<file path="config.mk">
export PLATFORM = sky130hd
export DESIGN_NAME = mem_arbiter
export DESIGN_NICKNAME = d
export VERILOG_FILES = /design/src/rtl/mem_arb_pkg.sv /design/src/rtl/mem_arb_pick.sv /design/src/rtl/mem_arbiter.sv
export SDC_FILE = /design/constraint.sdc
export NUM_CORES = 1
export LEC_CHECK = 0
export CORE_MARGIN = 2
export CORE_UTILIZATION = 25
export DETAILED_ROUTE_END_ITERATION = 16
export GPL_TIMING_DRIVEN = 0
export PLACE_DENSITY = 0.69
export SYNTH_ARGS = -nofsm -noshare
export SYNTH_HDL_FRONTEND = slang
export SYNTH_HIERARCHICAL = 1
export SYNTH_SLANG_ARGS = --single-unit
</file>
<file path="constraint.sdc">
create_clock -name clk -period 2.5 [get_ports clk]
set_input_delay 0.5 -clock clk [delete_from_list [all_inputs] [get_ports clk]]
set_output_delay 0.5 -clock clk [all_outputs]
set_load 0.005 [all_outputs]
</file>
<file path="src/rtl/mem_arb_pkg.sv">
// Shared definitions for the memory arbiter: FSM states, requester IDs and default burst length.
package mem_arb_pkg;

  typedef enum logic [2:0] {
    IDLE,
    CMD,
    WRITE,
    READ,
    DONE
  } arbState_t;

  localparam logic ICACHE = 1'b0;
  localparam logic DCACHE = 1'b1;

  localparam int DEFAULT_BEATS = 4;

endpackage

</file>
<file path="src/rtl/mem_arb_pick.sv">
// Tie-break between icache and dcache requests.
// MEM_ARBITER_FIXED_PRIO_EN selects fixed dcache priority instead of round-robin.
module mem_arb_pick
  import mem_arb_pkg::*;
(
  input  logic iReq,
  input  logic dReq,
  input  logic lastGnt,
  output logic winner
);

`ifdef MEM_ARBITER_FIXED_PRIO_EN
  assign winner = dReq ? DCACHE : ICACHE;
`else
  always_comb begin
    winner = ICACHE;
    // On a tie, the side that was not served last gets the bus.
    if (iReq && dReq) begin
      winner = ~lastGnt;
    end else if (dReq) begin
      winner = DCACHE;
    end
  end
`endif

endmodule

</file>
<file path="src/rtl/mem_arbiter.sv">
// Arbitrates icache refills and dcache refills/writebacks onto one burst memory port.
// Define MEM_ARBITER_FIXED_PRIO_EN for fixed dcache priority; default is round-robin.
module mem_arbiter
  import mem_arb_pkg::*;
#(
  parameter int ADDR_W = 32,
  parameter int DATA_W = 32,
  parameter int BEATS  = DEFAULT_BEATS
) (
  input  logic              clk,
  input  logic              rst,
  input  logic              i_req,
  input  logic [ADDR_W-1:0] i_addr,
  output logic [DATA_W-1:0] i_rdata,
  output logic              i_rvalid,
  output logic              i_done,
  input  logic              d_req,
  input  logic              d_we,
  input  logic [ADDR_W-1:0] d_addr,
  input  logic [DATA_W-1:0] d_wdata,
  output logic              d_wready,
  output logic [DATA_W-1:0] d_rdata,
  output logic              d_rvalid,
  output logic              d_done,
  output logic              mem_cmd_valid,
  output logic              mem_cmd_rnw,
  output logic [ADDR_W-1:0] mem_cmd_addr,
  input  logic              mem_cmd_ready,
  output logic [DATA_W-1:0] mem_wdata,
  output logic              mem_wvalid,
  input  logic              mem_wready,
  input  logic [DATA_W-1:0] mem_rdata,
  input  logic              mem_rvalid,
  output logic              stall
);

  localparam int CNT_W = $clog2(BEATS);
  localparam int OFF_W = $clog2(BEATS * DATA_W / 8);
  localparam logic [CNT_W-1:0]  LAST_BEAT  = CNT_W'(BEATS - 1);
  localparam logic [ADDR_W-1:0] ALIGN_MASK = ~((ADDR_W'(1) << OFF_W) - ADDR_W'(1));

  arbState_t         state;
  logic              owner;
  logic              rnwReg;
  logic [ADDR_W-1:0] addrReg;
  logic [CNT_W-1:0]  beatCnt;
  logic              lastGnt;
  logic              winner;

  mem_arb_pick uPick (
    .iReq   (i_req),
    .dReq   (d_req),
    .lastGnt(lastGnt),
    .winner (winner)
  );

  always_ff @(posedge clk or posedge rst) begin
    if (rst) begin
      state   <= IDLE;
      owner   <= ICACHE;
      rnwReg  <= 1'b1;
      addrReg <= '0;
      beatCnt <= '0;
      lastGnt <= ICACHE;
    end else begin
      case (state)
        IDLE: begin
          if (i_req || d_req) begin
            owner   <= winner;
            addrReg <= (winner == DCACHE) ? d_addr : i_addr;
            rnwReg  <= !((winner == DCACHE) && d_we);
            beatCnt <= '0;
            state   <= CMD;
          end
        end
        CMD: begin
          if (mem_cmd_ready) begin
            state <= rnwReg ? READ : WRITE;
          end
        end
        WRITE: begin
          if (mem_wready) begin
            beatCnt <= beatCnt + 1'b1;
            if (beatCnt == LAST_BEAT) begin
              state <= DONE;
            end
          end
        end
        READ: begin
          if (mem_rvalid) begin
            beatCnt <= beatCnt + 1'b1;
            if (beatCnt == LAST_BEAT) begin
              state <= DONE;
            end
          end
        end
        DONE: begin
          lastGnt <= owner;
          state   <= IDLE;
        end
        default: state <= IDLE;
      endcase
    end
  end

  // Outputs decode the state register; data paths are forced to zero outside their phase.
  logic inCmd, inWrite, inRead, inDone;
  assign inCmd   = (state == CMD);
  assign inWrite = (state == WRITE);
  assign inRead  = (state == READ);
  assign inDone  = (state == DONE);

  assign mem_cmd_valid = inCmd;
  assign mem_cmd_rnw   = inCmd && rnwReg;
  assign mem_cmd_addr  = inCmd ? (addrReg & ALIGN_MASK) : '0;

  assign mem_wvalid = inWrite;
  assign mem_wdata  = inWrite ? d_wdata : '0;
  assign d_wready   = inWrite && mem_wready;

  assign i_rvalid = inRead && (owner == ICACHE) && mem_rvalid;
  assign d_rvalid = inRead && (owner == DCACHE) && mem_rvalid;
  assign i_rdata  = (inRead && (owner == ICACHE)) ? mem_rdata : '0;
  assign d_rdata  = (inRead && (owner == DCACHE)) ? mem_rdata : '0;

  assign i_done = inDone && (owner == ICACHE);
  assign d_done = inDone && (owner == DCACHE);

  // Gated by rst so the core is released while reset is held.
  assign stall = !rst && (i_req || d_req) && !inDone;

endmodule
</file>
==> results of run 1 <==
[synth_stat cells, types with 2 or more instances]
| cell type | count | share of area |
|---|---|---|
| o21ai_0 | 2 | 0.0035 |
| buf_6 | 4 | 0.016 |
| nor3_1 | 2 | 0.0035 |
| mux2_4 | 28 | 0.15 |
| clkbuf_1 | 16 | 0.021 |
| nor2_1 | 5 | 0.0066 |
| a21oi_1 | 2 | 0.0035 |
| nand2_1 | 3 | 0.0040 |
| a211oi_1 | 2 | 0.0053 |
| and2_1 | 127 | 0.28 |
| buf_4 | 4 | 0.011 |
| mux2_2 | 30 | 0.12 |
| and3_1 | 3 | 0.0066 |
| dfrtp_1 | 35 | 0.31 |
| nand3_1 | 2 | 0.0035 |
| inv_1 | 3 | 0.0040 |
| buf_2 | 2 | 0.0035 |
| a311o_1 | 2 | 0.0070 |
| nor3b_1 | 2 | 0.0053 |
[power groups by stage]
stage / Sequential, W / Combinational (W) / Clock, W
2_1_floorplan: 0.000993 / 0.00154 / 0
3_3_place_gp: 0.00103 / 0.00311 / 0
3_5_place_dp: 0.00104 / 0.00316 / 0
4_1_cts: 0.00107 / 0.00327 / 0.000657
5_1_grt: 0.00112 / 0.00359 / 0.000678
6_report: 0.00108 / 0.00333 / 0.000639
[timing repair]
item | CTS | global route
hold buffers | 0 | 0
setup buffers | 3 | 4
gates cloned | 0 | 1
pin swaps | 1 | 0
gates resized for setup | 28 | 36
setup endpoints to repair | 126 | 109
[per-layer routing]
metal,part of all wire,GRT usage,vias up
met3,0.081,0.0448,4
li1,-,-,1482
met5,0,0,-
met4,0.0065,0.0325,0
met1,0.37,0.176,1417
met2,0.54,0.332,133
[final cells by class]
class / instances / share of cell area
Inverter: 3 / 0.00189
Timing Repair Buffer: 268 / 0.449
Clock inverter: 2 / 0.00231
Clock buffer: 6 / 0.0233
Sequential cell: 36 / 0.152
Tap cell: 140 / 0.0294
Multi-Input combinational cell: 224 / 0.308
Buffer: 24 / 0.0350
[placed cells by master, fill, tap and decap left out, types with 3 or more instances in the layout]
master / count
nor2_1: 4
dlymetal6s2s_1: 6
clkbuf_1: 3
and2_1: 127
clkbuf_16: 5
conb_1: 4
mux2_4: 28
mux2_2: 30
buf_6: 7
buf_4: 19
and3_1: 3
dfrtp_1: 33
clkdlybuf4s50_1: 254
nand2_1: 3
[sequential cells by signal (all words and copies together), names as in the netlist]
signal / count
addrReg: 28
beatCnt: 2
lastGnt: 1
owner: 1
rnwReg: 1
state: 3
[metrics by stage]
| stage | total power (W) | setup TNS (ns) |
|---|---|---|
| 5_1_grt | 0.00539 | -0.223 |
| 4_1_cts | 0.00500 | -0.0135 |
| 2_1_floorplan | 0.00253 | 0 |
| 3_3_place_gp | 0.00414 | -5.58 |
| 6_report | 0.00505 | 0 |
| 3_5_place_dp | 0.00421 | -8.11 |
[path summary, 6_finish.rpt]
kind,depth (start not counted),from,slack (ns),to
setup / recovery,4,state[2]$_DFFE_PP0P_,0.05,d_rdata[1]
hold / removal,1,addrReg[8]$_DFFE_PP0P_,0.50,addrReg[8]$_DFFE_PP0P_
setup reg to reg,4,lastGnt$_DFFE_PP0N_,0.54,addrReg[19]$_DFFE_PP0P_
hold reg to reg,1,addrReg[8]$_DFFE_PP0P_,0.50,addrReg[8]$_DFFE_PP0P_
max in group asynchronous,2,rst,1.26,state[1]$_DFFE_PP0P_
min in group asynchronous,2,rst,0.72,addrReg[15]$_DFFE_PP0P_
[cells by family after synthesis]
group           after synthesis  synth area share
mux                          59             0.270
other cells                   1           0.00132
compound gates               11            0.0290
fa+ha+maj                     1           0.00439
simple gates                149             0.324
flops                        36             0.317
buf+inv                      29            0.0549
[worst register-to-register path: cells and delay by family (launching register included)]
kind | cells | cell delay (ns)
buf+inv | 1 | 0.55
mux | 2 | 0.70
flops | 1 | 0.39
compound gates | 1 | 0.22
==> results.txt, run 1 <==
status -> finished clean
global placer's final weighted congestion -> 0.889
PortBufs -> 260
H-Tree Depth -> 2
Clock Skew -> 0.00835 ns
GRT Total Usage -> 0.167
HPWL Detailed -> 9.12 mm
Die ar. -> 0.0123 sq mm
Initial Utilization -> 0.260
Die Y -> 111 um
Rel. slew slack -> 0.490
area of the core -> 0.0110 sq mm
Main synth FF type -> dfrtp_1
TritonCTS Sinks -> 36
post-layout min period -> 2.45 ns
Slowest cell on crit path -> clkdlybuf4s50_1
Placed Instance Area -> 0.00564 sq mm
Switch Pwr -> 0.00153 W
Clk pwr share -> 0.127
Post-synth ARST share -> 1.00
DIE WIDTH -> 111 um
leakage power -> 2.60 nW
Cells after Synth -> 286
vias per cell -> 4.32
routed len/inst -> 15.4 um
Worst Max-Slew Pin Slew -> 0.763 ns
setup ws final -> 0.0493 ns
number of nets in the layout -> 699
n_diodes -> 0
crit-path cells -> and4b_4, buf_4, and2_1, clkdlybuf4s50_1
yosys synthesis warning count -> 6
synth unique cells -> 31
Final Hold Vio Count -> 0
vias in the first global route -> 3,062
Post-synth EDFFs -> 0
multi-input logic area -> 0.00184 sq mm
Routed Antenna Nets -> 0
Storage cell area -> 905 sq um
post-layout util -> 0.543
max_cap viols -> 0
layout cells sized above 1 -> 0.188
pre-CTS setup slack -> -0.185 ns
#FFs+latches synth -> 36
CP endpoint kind -> output port
final hold slack -> 0.500 ns
1st-iter DRT viols -> 104
Setup CP Type -> register to output port
Clock Tree Buf Depth -> 2
crit-path max FO -> 8
Mean Syn Cell Area -> 9.97 sq um
Final Instance Area -> 0.00597 sq mm
routed vias -> 3,036
sequential area share after synthesis -> 0.317
CTS Buf Count -> 5
Layout area overhead -> 109%
fillers -> 1,002
Internal Power -> 0.00352 W
Worst Path Required -> 2.00 ns
Critical path buffers and inverters -> 2
Hold Crit Class -> register to register
Clock Tree Root -> clkbuf_16
max-slew violations -> 0
I/O Pins -> 273
Cell Area, Synth -> 0.00285 sq mm
clk_lat worst skew -> 0.28 ns
Flop pwr share -> 0.213
power density cells -> 846 mW/mm^2
grt total ovfl -> 0
Worst-path clk slew -> 0.06 ns
largest stage delay on the critical path -> 0.52 ns
# DRC -> 0
maximum VDD drop -> 0.000360 V
Detailed Routing Iterations Pass 1 -> 4
Critical Path Source Type -> register
CP delay by family, top -> buffers and inverters
f_max -> 408 MHz
first-pass GRT wire length -> 16.7 mm
Rows -> 38
initial antenna violation count -> 0
Finished Layout Cells -> 703
Sw Share -> 0.304
Comb power frac -> 0.660
Routed WL -> 10.8 mm
largest net degree at the start of global routing -> 37
Finish-stage setup viols -> 0
Tcrit/Tclk final -> 0.980
Worst Path Arrival -> 1.95 ns
RSZ-0062 raised after global routing -> yes
Placed Cells incl. Taps -> 689
CTS tree -> done
Power figures use the tool's default switching activity.
==> run 2: changes to the inputs <==
--- a/config.mk
+++ b/config.mk
@@ -5,11 +5,11 @@
 export SDC_FILE = /design/constraint.sdc
 export NUM_CORES = 1
 export LEC_CHECK = 0
-export CORE_MARGIN = 2
-export CORE_UTILIZATION = 25
+export CORE_AREA = 2 2 105 107
 export DETAILED_ROUTE_END_ITERATION = 16
+export DIE_AREA = 0 0 107 109
 export GPL_TIMING_DRIVEN = 0
-export PLACE_DENSITY = 0.69
+export PLACE_DENSITY = 0.74
 export SYNTH_ARGS = -nofsm -noshare
 export SYNTH_HDL_FRONTEND = slang
 export SYNTH_HIERARCHICAL = 1
==> run 2 against run 1 <==
Register-to-register slack worse by 0.02 ns. Sequential power about the same. Die area down 5.0%. First-iteration DRC count up 12%. Non-clock buffer count up 5. Setup slack worse by 0.034 ns. Design area up 1.9%. Worst hold slack better by 0.0017 ns. Global-route usage up 0.90 points. Final cell count up 0.71%. Count of clock-buffer cells in the layout up 1.
==> results.txt, run 2 (synthesis gave the netlist of run 1 again) <==
power density cells -> 824 mW/mm^2 (-2.6%)
Worst Path Required -> 2.00 ns (about the same)
Post-CTS Hold Fix Bufs -> 0 (unchanged)
TritonCTS Sinks -> 36 (unchanged)
first-pass GRT wire length -> 16.2 mm (-2.8%)
multi-input logic area -> 0.00183 sq mm (-0.54%)
H-Tree Depth -> 2 (unchanged)
R2R Setup Slk -> 0.52 ns (-0.02 ns)
fillers -> 899 (-10%)
clk_lat worst skew -> 0.29 ns (about the same)
Worst-path clk slew -> 0.08 ns (+0.02 ns)
GR Layer Usage met1 -> 0.193 (+0.0176)
worst r2r src -> lastGnt$_DFFE_PP0N_
Final Hold Vio Count -> 0 (unchanged)
f_max -> 402 MHz (-1.4%)
maximum VDD drop -> 0.000376 V (+4.6%)
Rel. slew slack -> 0.406 (-0.0843)
setup TNS -> 0 ns (unchanged)
commonest non-fill, non-tap cell in the layout -> clkdlybuf4s50_1
Clock Tree Root -> clkbuf_8
status -> finished clean
Initial Utilization -> 0.269 (+0.00931)
Storage cell area -> 905 sq um (unchanged)
grt total ovfl -> 0 (unchanged)
layer with the highest usage -> met2
max_cap viols -> 0 (unchanged)
max reg flops -> 28 (unchanged)
CTS tree -> done
crit-path max FO -> 10 (+2)
Rows -> 38 (unchanged)
area of the core -> 0.0106 sq mm (-3.5%)
Placed Instance Area -> 0.00567 sq mm (+0.49%)
CP Capture Point -> mem_cmd_addr[26]
RSZ-0062 raised after global routing -> yes
leakage power -> 3.10 nW (+19%)
initial antenna violation count -> 0 (unchanged)
top flop regs -> addrReg x28, state x3, beatCnt x2
n_diodes -> 0 (unchanged)
Detailed Routing Iterations Pass 1 -> 4 (unchanged)
Setup CP Type -> register to output port
HPWL Detailed -> 9.04 mm (-0.82%)
PortBufs -> 260 (unchanged)
Final Instance Area -> 0.00608 sq mm (+1.9%)
Die ar. -> 0.0117 sq mm (-5.0%)
Worst Path Arrival -> 1.99 ns (+0.04 ns)
CTS Buf Count -> 5 (unchanged)
routed len/inst -> 15.5 um (+0.34%)
Clock Skew -> 0.00686 ns (-0.00149 ns)
Tcrit/Tclk final -> 0.994 (+0.0137)
Critical Path Source Type -> register
layout cells sized above 1 -> 0.192 (+0.00362)
Crit. Startpoint -> state[1]$_DFFE_PP0P_
largest net degree at the start of global routing -> 21 (-43%)
Layout area overhead -> 113%
vias in the first global route -> 3,138 (+2.5%)
routing usage on met3 -> 0.0460 (+0.00119)
Finished Layout Cells -> 708 (+0.71%)
I/O Pins -> 273 (unchanged)
vias per cell -> 4.27 (-1.2%)
DIE WIDTH -> 107 um (-3.4%)
1st-iter DRT viols -> 116 (+12%)
number of nets in the layout -> 704 (+0.72%)
Biggest register -> addrReg
GRT Total Usage -> 0.176 (+0.00903)
global placer's final weighted congestion -> 0.736 (-17%)
Routed WL -> 11.0 mm (+1.1%)
Slowest cell on crit path -> clkdlybuf4s50_1
Tot Pwr -> 0.00501 W (-0.72%)
R2R Path End -> addrReg[24]$_DFFE_PP0P_
CP endpoint kind -> output port
Hold Crit Class -> register to register
Routed Antenna Nets -> 0 (unchanged)
largest stage delay on the critical path -> 0.51 ns (about the same)
final hold slack -> 0.502 ns (+0.00170 ns)
Finish-stage setup viols -> 0 (unchanged)
Worst Max-Slew Pin Slew -> 0.890 ns (+0.127 ns)
post-layout min period -> 2.49 ns (+0.0344 ns)
reg2reg path depth -> 4 (unchanged)
Clock Tree Buf Depth -> 2 (unchanged)
crit-path cells -> nor3b_2, clkbuf_4, and2_1, clkdlybuf4s50_1
routed vias -> 3,021 (-0.49%)
Placed Cells incl. Taps -> 690 (+0.15%)
Die Y -> 109 um (-1.6%)
# DRC -> 0 (unchanged)
max-slew violations -> 0 (unchanged)
GR Layer Usage met2 -> 0.336 (+0.00452)
most frequent cells in the layout -> clkdlybuf4s50_1 (223), and2_1 (127), dlymetal6s2s_1 (35)
## run 2: changes by cell type in the layout (fill, tap and decap cells not counted), sizes merged
cell | previous run | this run
bufinv | 0 | 1
buf | 27 | 30
dlymetal6s2s | 6 | 35
inv | 4 | 3
clkbuf | 11 | 14
clkdlybuf4s50 | 254 | 223
dlygate4sd2 | 0 | 2
clkinv | 1 | 0
## run 2: worst min path at each step
stage | from | to | slack (ns) | cells after the start
3_5_place_dp | addrReg[18]$_DFFE_PP0P_ | addrReg[18]$_DFFE_PP0P_ | 0.48 | 1
3_3_place_gp | lastGnt$_DFFE_PP0N_ | lastGnt$_DFFE_PP0N_ | 0.48 | 1
4_1_cts | addrReg[16]$_DFFE_PP0P_ | addrReg[16]$_DFFE_PP0P_ | 0.50 | 1
6_report | addrReg[16]$_DFFE_PP0P_ | addrReg[16]$_DFFE_PP0P_ | 0.50 | 1
2_1_floorplan | lastGnt$_DFFE_PP0N_ | lastGnt$_DFFE_PP0N_ | 0.47 | 1
5_1_grt | addrReg[7]$_DFFE_PP0P_ | addrReg[7]$_DFFE_PP0P_ | 0.52 | 1
## run 2: per-stage QoR
| step | worst slack [ns] | utilization |
|---|---|---|
| 2_1_floorplan | 0.672 | - |
| 3_3_place_gp | -0.147 | 0.532 |
| 3_5_place_dp | -0.193 | 0.534 |
| 4_1_cts | -0.00229 | 0.563 |
| 5_1_grt | -0.0558 | 0.574 |
| 6_report | 0.0149 | 0.574 |
## run 2: timing repair
item | 4_1_cts | 5_1_grt
gates cloned | 1 | 0
setup endpoints to repair | 127 | 118
setup buffers | 11 | 0
resized for setup | 33 | 57
pin swaps | 2 | 1
## run 2: worst max-delay path, delay by kind of cell, from the launching register on
| family | cells | cell delay, ns |
|---|---|---|
| buffers and inverters | 2 | 0.77 |
| flip-flops | 1 | 0.48 |
| AND/OR/NAND/NOR | 2 | 0.44 |
## run 2: layout make-up
class / instances / share of cell area
repair buffers: 273 / 0.463
multi-input cells: 224 / 0.300
flip-flops and latches: 36 / 0.149
plain buffers: 24 / 0.0368
well taps: 140 / 0.0288
clock buffers: 7 / 0.0158
clock inverters: 1 / 0.00494
inverters: 3 / 0.00185
## run 2: routing by layer
metal  share of wire  up-vias
li1                -     1496
met1            0.36     1374
met2            0.53      139
met3           0.087       12
met4           0.016        0
met5               0        -
## run 2: power breakdown
| part | switching (W) | total [W] | leakage (nW) | internal (W) |
|---|---|---|---|---|
| Clock | 0.000214 | 0.000566 | 0.0645 | 0.000352 |
| Combinational | 0.00113 | 0.00338 | 2.62 | 0.00225 |
| Sequential | 0.000188 | 0.00107 | 0.423 | 0.000884 |
==> run 3: changes to the inputs <==
--- a/config.mk
+++ b/config.mk
@@ -6,6 +6,7 @@
 export NUM_CORES = 1
 export LEC_CHECK = 0
 export CORE_AREA = 2 2 105 107
+export CTS_CLUSTER_SIZE = 28
 export DETAILED_ROUTE_END_ITERATION = 16
 export DIE_AREA = 0 0 107 109
 export GPL_TIMING_DRIVEN = 0
==> results of run 3 <==
No change in the layout: final DEF, timing and power equal those of run 2.
